## src/rtl/mem_access_pkg.sv

```systemverilog
// Shared load/store definitions for the memory-access stage: op encodings,
// widths, zero constants and small decode helpers.
package mem_access_pkg;

  localparam int XLEN   = 64;
  localparam int REG_AW = 5;

  localparam logic [XLEN-1:0]   ZERO_XLEN = '0;
  localparam logic [REG_AW-1:0] ZERO_REG  = '0;

  localparam logic [3:0] LS_NONE = 4'd0;
  localparam logic [3:0] LS_LB   = 4'd1;
  localparam logic [3:0] LS_LH   = 4'd2;
  localparam logic [3:0] LS_LW   = 4'd3;
  localparam logic [3:0] LS_LD   = 4'd4;
  localparam logic [3:0] LS_LBU  = 4'd5;
  localparam logic [3:0] LS_LHU  = 4'd6;
  localparam logic [3:0] LS_LWU  = 4'd7;
  localparam logic [3:0] LS_SB   = 4'd8;
  localparam logic [3:0] LS_SH   = 4'd9;
  localparam logic [3:0] LS_SW   = 4'd10;
  localparam logic [3:0] LS_SD   = 4'd11;

  typedef struct packed {
    logic [XLEN-1:0]   pc;
    logic [3:0]        op;
    logic [2:0]        off;
    logic [REG_AW-1:0] rd_addr;
    logic              rd_ena;
    logic              we;
    logic [XLEN-1:0]   addr;
    logic [XLEN-1:0]   wdata;
    logic [7:0]        wmask;
  } req_t;

  function automatic logic is_load(logic [3:0] op);
    return (op >= LS_LB) && (op <= LS_LWU);
  endfunction

  function automatic logic is_store(logic [3:0] op);
    return (op >= LS_SB) && (op <= LS_SD);
  endfunction

  // log2 of the access size in bytes
  function automatic logic [1:0] op_size(logic [3:0] op);
    case (op)
      LS_LB, LS_LBU, LS_SB: return 2'd0;
      LS_LH, LS_LHU, LS_SH: return 2'd1;
      LS_LW, LS_LWU, LS_SW: return 2'd2;
      default:              return 2'd3;
    endcase
  endfunction

  // Byte offset with the bits below natural alignment cleared.
  function automatic logic [2:0] eff_off(logic [3:0] op, logic [2:0] a);
    case (op_size(op))
      2'd0:    return a;
      2'd1:    return {a[2:1], 1'b0};
      2'd2:    return {a[2], 2'b00};
      default: return 3'b000;
    endcase
  endfunction

  function automatic logic [7:0] store_mask(logic [3:0] op, logic [2:0] off);
    if (!is_store(op)) return 8'h00;
    case (op_size(op))
      2'd0:    return 8'h01 << off;
      2'd1:    return 8'h03 << off;
      2'd2:    return 8'h0F << off;
      default: return 8'hFF;
    endcase
  endfunction

endpackage

```

## src/rtl/mem_load_align.sv

```systemverilog
// Load lane select and sign/zero extension from an 8-byte aligned read word.
module mem_load_align
  import mem_access_pkg::*;
(
  input  logic [3:0]      op,
  input  logic [2:0]      off,
  input  logic [XLEN-1:0] rdata,
  output logic [XLEN-1:0] data
);

  logic [XLEN-1:0] sh;

  always_comb begin
    sh   = rdata >> {off, 3'b000};
    data = ZERO_XLEN;
    case (op)
      LS_LB:   data = {{56{sh[7]}},  sh[7:0]};
      LS_LH:   data = {{48{sh[15]}}, sh[15:0]};
      LS_LW:   data = {{32{sh[31]}}, sh[31:0]};
      LS_LD:   data = sh;
      LS_LBU:  data = {56'd0, sh[7:0]};
      LS_LHU:  data = {48'd0, sh[15:0]};
      LS_LWU:  data = {32'd0, sh[31:0]};
      default: data = ZERO_XLEN;
    endcase
  end

endmodule

```

## src/rtl/mem_access.sv

```systemverilog
// Memory-access pipeline stage: issues one dmem request per load/store, stalls
// until ack, registers the writeback slot. Option: YSYX22040228_MISALIGN_EN.
module mem_access
  import mem_access_pkg::*;
(
  input  logic              clk,
  input  logic              rst,
  input  logic              ex_valid,
  input  logic [XLEN-1:0]   ex_pc,
  input  logic [3:0]        ex_ls_op,
  input  logic [XLEN-1:0]   ex_addr,
  input  logic [XLEN-1:0]   ex_store_data,
  input  logic [XLEN-1:0]   ex_rd_data,
  input  logic [REG_AW-1:0] ex_rd_addr,
  input  logic              ex_rd_ena,
  output logic              dmem_req,
  output logic              dmem_we,
  output logic [XLEN-1:0]   dmem_addr,
  output logic [XLEN-1:0]   dmem_wdata,
  output logic [7:0]        dmem_wmask,
  input  logic              dmem_ack,
  input  logic [XLEN-1:0]   dmem_rdata,
  output logic [XLEN-1:0]   mem_rd_data,
  output logic [REG_AW-1:0] mem_rd_addr,
  output logic              mem_rd_ena,
  output logic [XLEN-1:0]   mem_pc,
  output logic              mem_valid,
  output logic              stall_req
`ifdef YSYX22040228_MISALIGN_EN
  ,
  output logic              misalign
`endif
);

  typedef enum logic {S_IDLE, S_WAIT} state_e;

  state_e          state_q, state_d;
  req_t            cur, req_q, req_act;
  logic            ex_mem, ex_mis, done;
  logic [XLEN-1:0] ld_data;

  always_comb begin
    cur         = '0;
    cur.pc      = ex_pc;
    cur.op      = ex_ls_op;
    cur.off     = eff_off(ex_ls_op, ex_addr[2:0]);
    cur.rd_addr = ex_rd_addr;
    cur.rd_ena  = ex_rd_ena;
    cur.we      = is_store(ex_ls_op);
    cur.addr    = {ex_addr[XLEN-1:3], 3'b000};
    cur.wdata   = ex_store_data << {cur.off, 3'b000};
    cur.wmask   = store_mask(ex_ls_op, cur.off);
  end

  assign ex_mem = ex_valid && (is_load(ex_ls_op) || is_store(ex_ls_op));

`ifdef YSYX22040228_MISALIGN_EN
  assign ex_mis = ex_mem && (eff_off(ex_ls_op, ex_addr[2:0]) != ex_addr[2:0]);
`else
  assign ex_mis = 1'b0;
`endif

  always_comb begin
    state_d   = state_q;
    dmem_req  = 1'b0;
    stall_req = 1'b0;
    req_act   = cur;
    done      = 1'b0;
    case (state_q)
      S_IDLE: begin
        if (ex_mem && !ex_mis) begin
          dmem_req  = 1'b1;
          stall_req = 1'b1;
          state_d   = S_WAIT;
        end
      end
      S_WAIT: begin
        // request fields come from the copy taken at issue so they cannot move
        req_act   = req_q;
        dmem_req  = 1'b1;
        stall_req = !dmem_ack;
        if (dmem_ack) begin
          state_d = S_IDLE;
          done    = 1'b1;
        end
      end
      default: state_d = S_IDLE;
    endcase
  end

  assign dmem_we    = req_act.we;
  assign dmem_addr  = req_act.addr;
  assign dmem_wdata = req_act.wdata;
  assign dmem_wmask = req_act.wmask;

  mem_load_align u_align (
    .op    (req_q.op),
    .off   (req_q.off),
    .rdata (dmem_rdata),
    .data  (ld_data)
  );

  always_ff @(posedge clk) begin
    if (rst) begin
      state_q     <= S_IDLE;
      req_q       <= '0;
      mem_valid   <= 1'b0;
      mem_pc      <= ZERO_XLEN;
      mem_rd_data <= ZERO_XLEN;
      mem_rd_addr <= ZERO_REG;
      mem_rd_ena  <= 1'b0;
    end else begin
      state_q <= state_d;
      if (state_q == S_IDLE) req_q <= cur;
      mem_valid   <= 1'b0;
      mem_pc      <= ZERO_XLEN;
      mem_rd_data <= ZERO_XLEN;
      mem_rd_addr <= ZERO_REG;
      mem_rd_ena  <= 1'b0;
      if (done) begin
        mem_valid <= 1'b1;
        mem_pc    <= req_q.pc;
        if (is_load(req_q.op)) begin
          mem_rd_data <= ld_data;
          mem_rd_addr <= req_q.rd_addr;
          mem_rd_ena  <= req_q.rd_ena && (req_q.rd_addr != ZERO_REG);
        end
      end else if (state_q == S_IDLE && ex_valid && !stall_req) begin
        mem_valid <= 1'b1;
        mem_pc    <= ex_pc;
        // a misaligned access retires as a slot with no register write
        if (!ex_mis) begin
          mem_rd_data <= ex_rd_data;
          mem_rd_addr <= ex_rd_addr;
          mem_rd_ena  <= ex_rd_ena && (ex_rd_addr != ZERO_REG);
        end
      end
    end
  end

`ifdef YSYX22040228_MISALIGN_EN
  always_ff @(posedge clk) begin
    if (rst) misalign <= 1'b0;
    else     misalign <= (state_q == S_IDLE) && ex_mis;
  end
`endif

endmodule

```

## config.mk

```make
export PLATFORM = sky130hd
export DESIGN_NAME = mem_access
export DESIGN_NICKNAME = d
export VERILOG_FILES = /design/src/rtl/mem_access_pkg.sv /design/src/rtl/mem_load_align.sv /design/src/rtl/mem_access.sv
export SDC_FILE = /design/constraint.sdc
export NUM_CORES = 1
export LEC_CHECK = 0
export ABC_AREA = 1
export CAP_MARGIN = 10
export CORE_AREA = 5 5 235 237
export DETAILED_ROUTE_END_ITERATION = 7
export DIE_AREA = 0 0 240 242
export SYNTH_ARGS = -nofsm -noshare
export SYNTH_HDL_FRONTEND = slang
export SYNTH_SLANG_ARGS = --single-unit
```

## constraint.sdc

```tcl
create_clock -name clk -period 7 [get_ports clk]
set_input_delay 2.1 -clock clk [delete_from_list [all_inputs] [get_ports clk]]
set_output_delay 2.1 -clock clk [all_outputs]
set_load 0.05 [all_outputs]
```

After elaboration in Yosys (flattened, before gate mapping) --
Memory sizes are Yosys's and may differ from the RTL's. Index checks and enable logic that the tools add are counted.
Storage, ports and cells: logic and storage cells 81, bits of input ports 334, bits in read-only memories 64, output and inout port bits 274, register bits after elaboration 350, memories kept 2
Cells by class: bitwise gates (word level) 1, order comparisons 6, reductions and logical operators 15, muxes and demuxes 26, eq/ne operators 11, shifts and indexed selects 5
Memories:
- (name not given) | words 16, width 2, read ports 1, clocked after memory_dff 0, wr ports 0, line mem_access_pkg.sv:46 | case (op)
- (name not given) | words 16, width 2, read ports 1, clocked after memory_dff 0, wr ports 0, line mem_access_pkg.sv:46
Operators with widths (number):
- $pmux W64 S7 | 1
- $mux W64 | 5
- $mux W137 | 1
- $shl A64 B6 Y64 | 1
- $shr A64 B6 Y64 | 1
- $pmux W8 S3 | 1
- $eq A4 B3 Y1 const B | 4
- $mux W5 | 3
- $reduce_bool A5 Y1 | 2
- $mux W1 | 9
- $pmux W3 S3 | 1
- $eq A4 B2 Y1 const B | 2
- $ge A4 B1 Y1 const B | 2
- $le A4 B3 Y1 const B | 2
- $logic_and A1 B1 Y1 | 8
- $mux W8 | 1
- $shl A1 B3 Y8 const A | 1
- $shl A2 B3 Y8 const A | 1
- $shl A4 B3 Y8 const A | 1
- $pmux W1 S2 | 3
- $eq A2 B1 Y1 const B | 2
- $eq A2 B2 Y1 const B | 2
- $eq A4 B1 Y1 const B | 1
- $ge A4 B4 Y1 const B | 1
- 6 further kinds | 8

Longest topological paths before layout --
Gate-level depths: netlist (run 1).
word-level depth 10, mapped depth 17, mapped depth without buffers 16

Hierarchy --
Synthesis (run 1) repeated with hierarchy kept, for this count alone.
Unflattened totals: cells, all modules 2572, area total of the unflattened synthesis 17053.9 um2
Modules (own cells, without submodules):
- mem_access | cells an instance 2079, sequential area each 7006.7 um2, instances 1, area an instance 14712.9 um2
- mem_load_align | cells an instance 493, sequential area each 0.0 um2, instances 1, area an instance 2341.0 um2

Worst setup path after synthesis (run 1) --
OpenSTA, ideal clock, no wires.
path kind input to output, start in ex_ls_op[0], end out dmem_wdata[55], cell stages on the path 15, required time 4.900 ns, setup slack 0.432 ns, data arrival time 4.468 ns, buffers on the path 2, cells stage by stage inv_1 -> ha_1 -> nand2_1 -> a21boi_0 -> inv_1 -> ha_1 -> nor2_2 -> nand2_1 -> nand3_2 -> inv_2 -> nor2_2 -> buf_4 -> buf_4 -> o211ai_1 -> nand3_1
On the way: longest elaborated chain between the ends 5, elaborated cells on any way between the ends 7, classes of those cells 2 x eq/ne; 1 x shift; 2 x mux; 1 x reduce/logical; 1 x memory
RTL lines:
- start: declaration | line mem_access.sv:10 | input logic [3:0] ex_ls_op,
- $mem_v2 Z16 W2 *
- $eq A2 B2 Y1, or another cell as far along | line mem_access_pkg.sv:56 | case (op_size(op))
- $pmux W3 S3 * | line mem_access_pkg.sv:56
- $shl A64 B6 Y64 * | line mem_access.sv:51 | cur.wdata = ex_store_data << {cur.off, 3'b000};
- $mux W137 * | line mem_access.sv:69 | case (state_q)
- end: declaration | line mem_access.sv:19 | output logic [XLEN-1:0] dmem_wdata,
Every way passes the cells marked *; elsewhere a longest branch is shown, timed or not.

Worst setup path after layout (run 1) --
start in ex_ls_op[2], end out dmem_wdata[42]
Same word-level chain as after synthesis.

==> flow_metrics.py, run 1 <==
metrics = {
    "final_layout": {
        "fin_cells": 3783,
        "final_area_mm2": 0.02557,
        "layout-drive-gt1-share_pct": 10.16,
        "nets": 3390,
        "mostFrequentLayoutCells": "nand2_1 (898), clkdlybuf4s50_1 (530), dfxtp_1 (347)",
        "area_growth_pct": 55.25,
        "final_common_cell": "nand2_1",
    },
    "clocking": {
        "cts_max_level": 2,
        "cts.sinks": 350,
        "clk_latency_ps": 560,
        "clk_pin_slew_worst_paths_ps": 50,
        "clk_path_buf_depth": 3,
        "ctsRootBufferMaster": "clkbuf_16",
        "cts_tree": "done",
        "cts_buffers": 41,
    },
    "pwr": {
        "cellLeakagePower_nw": 11.12,
        "peakVddDrop_v": 0.0001854,
        "finalPower_mw": 6.328,
        "p_per_area_mw_per_mm2": 247.5,
    },
    "critical_path": {
        "arrival_ps": 4700,
        "path_max_fanout": 11,
        "timing_worst_setup_path_type": "in -> out",
        "crit_path_start_kind": "input pin",
        "worstPathRequired_ps": 4900,
        "critPathLaunch": "ex_ls_op[2]",
        "endpoint_kind": "primary output",
        "reg2reg_from": "state_q",
        "r2r_setup_slack_ps": 3450,
    },
    "placement": {
        "dpl.hpwl_um": 53900,
        "dpl_cell_area_mm2": 0.02391,
        "port_buffers": 607,
        "globalplace.congestion": 0.9355,
        "dpl.cell_count": 3692,
    },
    "timing": {
        "skew_ps": 16.72,
        "slew_headroom_pct": 29.86,
        "hold_viol_final": 0,
        "rsz0062_at_grt": "false",
        "worstMarginPinSlew_ps": 1051,
        "fin_crit_ps": 6805,
        "maxSlewViolCount": 0,
        "fmax_ghz": 0.1470,
        "period_share_pct": 97.21,
        "finalSetupViolations": 0,
    },
    "floorplan": {
        "initial_core_util_pct": 31.04,
        "fp.dieW_um": 240,
        "fp.dieH_um": 242,
        "boundaryPins": 608,
        "die_area_mm2": 0.05808,
        "coreArea_mm2": 0.05307,
        "rows": 85,
    },
    "logic_synthesis": {
        "syn_area_mm2": 0.01647,
        "syn_nets": 2808,
        "async_reset_ff_share_pct": 0,
        "ys_types": 35,
        "synth_edf_count": 0,
        "synthFlopType": "dfxtp_1",
        "ys_ff_latch": 350,
        "synth_area_per_cell_um2": 6.679,
        "ys_warn_count": 0,
        "yosysSeqAreaShare_pct": 42.54,
        "postSynthCellCount": 2466,
    },
    "route": {
        "antenna_left": 0,
        "wl_per_cell_um": 19.43,
        "drtPass1Iterations": 6,
        "wl_um": 73500,
        "drtIter0Drc": 1331,
        "drc_errors": 0,
        "num_vias": 18660,
        "avgViaCountPerCell": 4.932,
    },
    "worst_hold_path": {
        "hp-start": "req_q[74]",
        "hold_class": "reg -> reg",
    },
    "grt": {
        "grt_pass1_vias": 17930,
        "grt_max_degree": 224,
        "grt_usage_pct": 23.72,
        "antenna_found_initial": 10,
        "grt_pass1_wl_um": 108900,
        "grt.overflow.total": 0,
    },
    "run_status": {
        "status": "finished, final reports clean",
    },
    "job": {
        "drv_cap": 0,
    },
}
what timing repair did:
action                                  4_1_cts  5_1_grt
pin swaps                                     2        5
endpoints found under the setup margin       45       72
cloned                                        0        2
setup buffers                                 3        4
hold buffers                                  0        0
resized for setup                            26       27
final timing paths:
| check | cells after the start | to |
|---|---|---|
| hold / removal | 2 | req_q[74] |
| hold reg to reg | 2 | req_q[74] |
| setup reg to reg | 7 | mem_rd_data[23] |
| setup / recovery | 17 | dmem_wdata[42] |
cell families (layout without fill, tap and decap cells):
kind of cell / Yosys count / after routing / synth area share [%]
buffers and inverters: 290 / 904 / 7.725
muxes: 10 / 10 / 0.6077
and+or+nand+nor: 1251 / 1251 / 30.22
AOI/OAI and AO/OA: 557 / 557 / 18.30
adders and majority gates: 8 / 8 / 0.6077
other: 0 / 7 / 0
DFF: 350 / 350 / 42.54
flip-flops by register name (all words and copies together) (netlist names):
name	flops
mem_pc	64
mem_valid	1
mem_rd_data	64
state_q	1
mem_rd_ena	1
mem_rd_addr	5
req_q	214
cell usage after synthesis (all sizes together), types with 6 or more instances:
master  instances  area [um2]
o21ai         202        1011
dfxtp         350        7007
a21oi         265        1338
or2             6       37.54
o211ai         40       300.3
mux2i          10       100.1
nor2          210       800.8
buf            93       533.0
a22oi          27       202.7
nand4          39       244.0
clkbuf         90       337.8
ha              8       100.1
nand3          85       450.4
a21boi          6       45.04
inv           107       401.6
a31oi           6       37.54
nand2         906        3416
layout make-up:
type | count | area (um2)
Antenna cell | 7 | 17.52
Clock buffer | 62 | 1206
Clock inverter | 13 | 153.9
Fill cell | 5237 | 27500
Inverter | 107 | 416.7
Multi-Input combinational cell | 1826 | 8307
Sequential cell | 350 | 7013
Tap cell | 696 | 870.8
Timing Repair Buffer | 722 | 7586
power breakdown:
part	switching [mW]	internal, mW
registers	0.0476	2.13
clock network	0.892	1.27
logic	1.22	0.770
total	2.16	4.17
critical path, stage by stage:
cell and delay [ps]:
clkdlybuf4s50_1 450, nor2_2 160, inv_1 90, o32ai_2 90, buf_4 150, inv_1 60, ha_1 190, inv_2 60
nand2_2 60, nor2_4 230, clkinv_4 140, buf_12 160, nand2_1 80, inv_1 70, a22oi_1 250, nand2_1 160
buf_12 170
metrics by stage:
step	hold WS, ps	setup WS, ps	setup TNS [ps]	utilization [%]
after floorplan	425.1	432.2	0	-
final	452.3	195.3	0	48.18
after CTS	454.5	-1.052	-1.827	47.82
after global routing	481.8	90.82	0	48.17
after detailed placement	446.4	-191.5	-1807	45.06
after global placement	439.9	-316.5	-3015	45.06
layer usage:
| metal | up-vias | GRT usage [%] | routed length (um) |
|---|---|---|---|
| met4 | 6 | 6.993 | 2134 |
| met2 | 671 | 41.52 | 36150 |
| met5 | - | 0 | 40 |
| li1 | 9188 | - | - |
| met3 | 108 | 6.204 | 5771 |
| met1 | 8685 | 28.52 | 29410 |
(Power assumes the default switching activity.)
==> run 2, diff against run 1 <==
--- a/config.mk
+++ b/config.mk
@@ -7,9 +7,12 @@
 export LEC_CHECK = 0
 export ABC_AREA = 1
 export CAP_MARGIN = 10
-export CORE_AREA = 5 5 235 237
+export CORE_AREA = 5 5 232 234
+export CTS_CLUSTER_SIZE = 30
 export DETAILED_ROUTE_END_ITERATION = 7
-export DIE_AREA = 0 0 240 242
+export DIE_AREA = 0 0 237 239
+export PLACE_DENSITY = 0.73
 export SYNTH_ARGS = -nofsm -noshare
 export SYNTH_HDL_FRONTEND = slang
+export SYNTH_HIERARCHICAL = 1
 export SYNTH_SLANG_ARGS = --single-unit
==> flow_metrics.py, run 2 <==
metrics = {
    "run_status": {
        "status": "finished, final reports clean",
    },
    "route": {
        "wl_um": 71000,
        "num_vias": 19660,
        "drtPass1Iterations": 6,
        "avgViaCountPerCell": 5.111,
        "drc_errors": 0,
        "wl_per_cell_um": 18.46,
        "antenna_left": 0,
        "drtIter0Drc": 1790,
    },
    "floorplan": {
        "initial_core_util_pct": 32.91,
        "rows": 84,
        "boundaryPins": 608,
        "fp.dieW_um": 237,
        "fp.dieH_um": 239,
        "die_area_mm2": 0.05664,
        "coreArea_mm2": 0.05181,
    },
    "logic_synthesis": {
        "async_reset_ff_share_pct": 0,
        "synthFlopType": "dfxtp_1",
        "synth_edf_count": 0,
        "yosysSeqAreaShare_pct": 41.09,
        "synth_top_cells_by_area": "dfxtp_1 (41%), nand2_1 (19%), a21oi_1 (8.2%)",
        "ys_ff_latch": 350,
        "synth_most_common_cell": "nand2_1",
        "synthTopCellsByCount": "nand2_1 (845), dfxtp_1 (350), a21oi_1 (278), nor2_1 (203), o21ai_0 (187)",
        "postSynthCellCount": 2572,
        "syn_nets": 2914,
        "syn_area_mm2": 0.01705,
        "ys_warn_count": 6,
        "yosys.area.top_type": "dfxtp_1",
        "ys_types": 33,
        "netlist.area_leader.share_pct": 41.09,
        "synth_area_per_cell_um2": 6.631,
    },
    "timing": {
        "period_share_pct": 98.27,
        "skew_ps": 23.00,
        "slew_headroom_pct": 28.28,
        "fin_crit_ps": 6879,
        "fmax_ghz": 0.1454,
        "worstMarginPinSlew_ps": 1076,
        "maxSlewViolCount": 0,
        "hold_viol_final": 0,
        "finalSetupTns_ps": 0,
        "holdWs_ps": 454.8,
        "fin_ws_ps": 121.2,
        "finalSetupViolations": 0,
    },
    "final_layout": {
        "layout-drive-gt1-share_pct": 10.35,
        "mostFrequentLayoutCells": "nand2_1 (831), clkdlybuf4s50_1 (529), dfxtp_1 (347)",
        "fill_cells": 5042,
        "nets": 3463,
        "fin_cells": 3847,
        "reg_top3": "req_q: 214 flops, mem_pc: 64 flops, mem_rd_data: 64 flops",
        "largest_reg_flops": 214,
        "final_common_cell": "nand2_1",
        "regMostFlops": "req_q",
        "area_growth_pct": 51.55,
    },
    "placement": {
        "port_buffers": 607,
        "detailedPlace.worstSlack_ps": -439.8,
        "globalplace.congestion": 0.9033,
        "dpl.cell_count": 3756,
        "dpl.hpwl_um": 49660,
    },
    "critical_path": {
        "timing_worst_setup_path_type": "in -> out",
        "reg2reg_from": "state_q",
        "cpPeakStageDelay_ps": 480,
        "endpoint_kind": "primary output",
        "slowest_stage": "clkdlybuf4s50_1",
        "arrival_ps": 4780,
        "worstPathRequired_ps": 4900,
        "critPathLaunch": "ex_ls_op[0]",
        "path_max_fanout": 8,
        "path_cells": "clkdlybuf4s50_1 > inv_1 > ha_2 > o32ai_4 > buf_6 > inv_2 > ha_2 > nor2_4 > nand2_1 > nand2_2 > nand2_4 > buf_12 > a21oi_1 > o21ai_0 > nand2_2 > buf_6",
        "crit_path_start_kind": "input pin",
    },
    "grt": {
        "grt_pass1_vias": 18310,
        "grt_pass1_wl_um": 105100,
        "antenna_found_initial": 16,
        "grt_usage_pct": 22.97,
        "grt_max_degree": 191,
        "grt.overflow.total": 0,
    },
    "clocking": {
        "clk_latency_ps": 580,
        "cts_tree": "done",
        "clk_path_buf_depth": 3,
        "ctsRootBufferMaster": "clkbuf_16",
        "cts.sinks": 350,
        "cts_max_level": 2,
        "clk_pin_slew_worst_paths_ps": 60,
        "cts_buffers": 39,
    },
    "pwr": {
        "peakVddDrop_v": 0.0002027,
        "p_per_area_mw_per_mm2": 235.9,
        "cellLeakagePower_nw": 11.20,
        "finalPower_mw": 6.097,
    },
    "worst_hold_path": {
        "hp-start": "req_q[72]",
        "hold_class": "reg -> reg",
    },
    "job": {
        "drv_cap": 0,
    },
}
[run 2: area by class of cell]
class | count | area, um2 | share of cell area [%]
Antenna cell | 10 | 25.02 | 0.09682
Clock buffer | 54 | 1102 | 4.265
Inverter | 116 | 445.4 | 1.723
Timing Repair Buffer | 720 | 7351 | 28.44
Sequential cell | 350 | 7013 | 27.13
Multi-Input combinational cell | 1894 | 8876 | 34.34
Tap cell | 688 | 860.8 | 3.331
Clock inverter | 15 | 171.4 | 0.6632
[run 2: kinds of logic (layout without fill, tap and decap cells)]
| kind of cell | count (synthesis) | in the layout | synth area share, % |
|---|---|---|---|
| AND/OR/NAND/NOR | 1350 | 1350 | 33.46 |
| AO/OA/AOI/OAI | 534 | 534 | 16.65 |
| flip-flops | 350 | 350 | 41.09 |
| buffers and inverters | 328 | 905 | 8.100 |
| adder cells (fa/ha/maj) | 8 | 8 | 0.5870 |
| multiplexers | 2 | 2 | 0.1174 |
| other | 0 | 10 | 0 |
[run 2: worst max-delay path: cells and delay by family]
family                   cells  cell delay [ps]
AO/OA/AOI/OAI                3              610
adder cells (fa/ha/maj)      2              390
buffers and inverters        6             1120
AND/OR/NAND/NOR              5              550
[run 2: per-stage QoR]
stage               cell area (um2)  utilization, %
floorplan                     17050               -
global placement              24100           46.51
detailed placement            24100           46.51
CTS                           25440           49.09
global route                  25840           49.87
finish                        25840           49.88
[run 2: what timing repair did]
action,4_1_cts,5_1_grt
pin swaps,2,11
gates resized for setup,29,77
endpoints found under the setup margin,72,71
buffers inserted,1,8
cloned,0,3
hold buffers,0,0
[run 2: worst paths after layout]
check / cells after the start / slack (ps) / end
hold reg to reg: 2 / 450 / req_q[72]
setup reg to reg: 8 / 3560 / mem_rd_data[45]
setup / recovery: 16 / 120 / dmem_wdata[41]
hold / removal: 2 / 450 / req_q[72]
[run 2: power breakdown]
group	internal, mW	switching, mW	total (mW)	leakage [nW]
combinational	0.699	1.17	1.87	7.69
sequential	2.12	0.0573	2.18	2.88
clock	1.16	0.891	2.05	0.627
total	3.98	2.12	6.10	11.2
[run 2: layer usage]
metal | global-route usage (%) | share of wire, %
met1 | 28.47 | 40
met2 | 37.84 | 47
met5 | 0 | 0.076
met4 | 9.113 | 3.9
met3 | 6.611 | 8.9
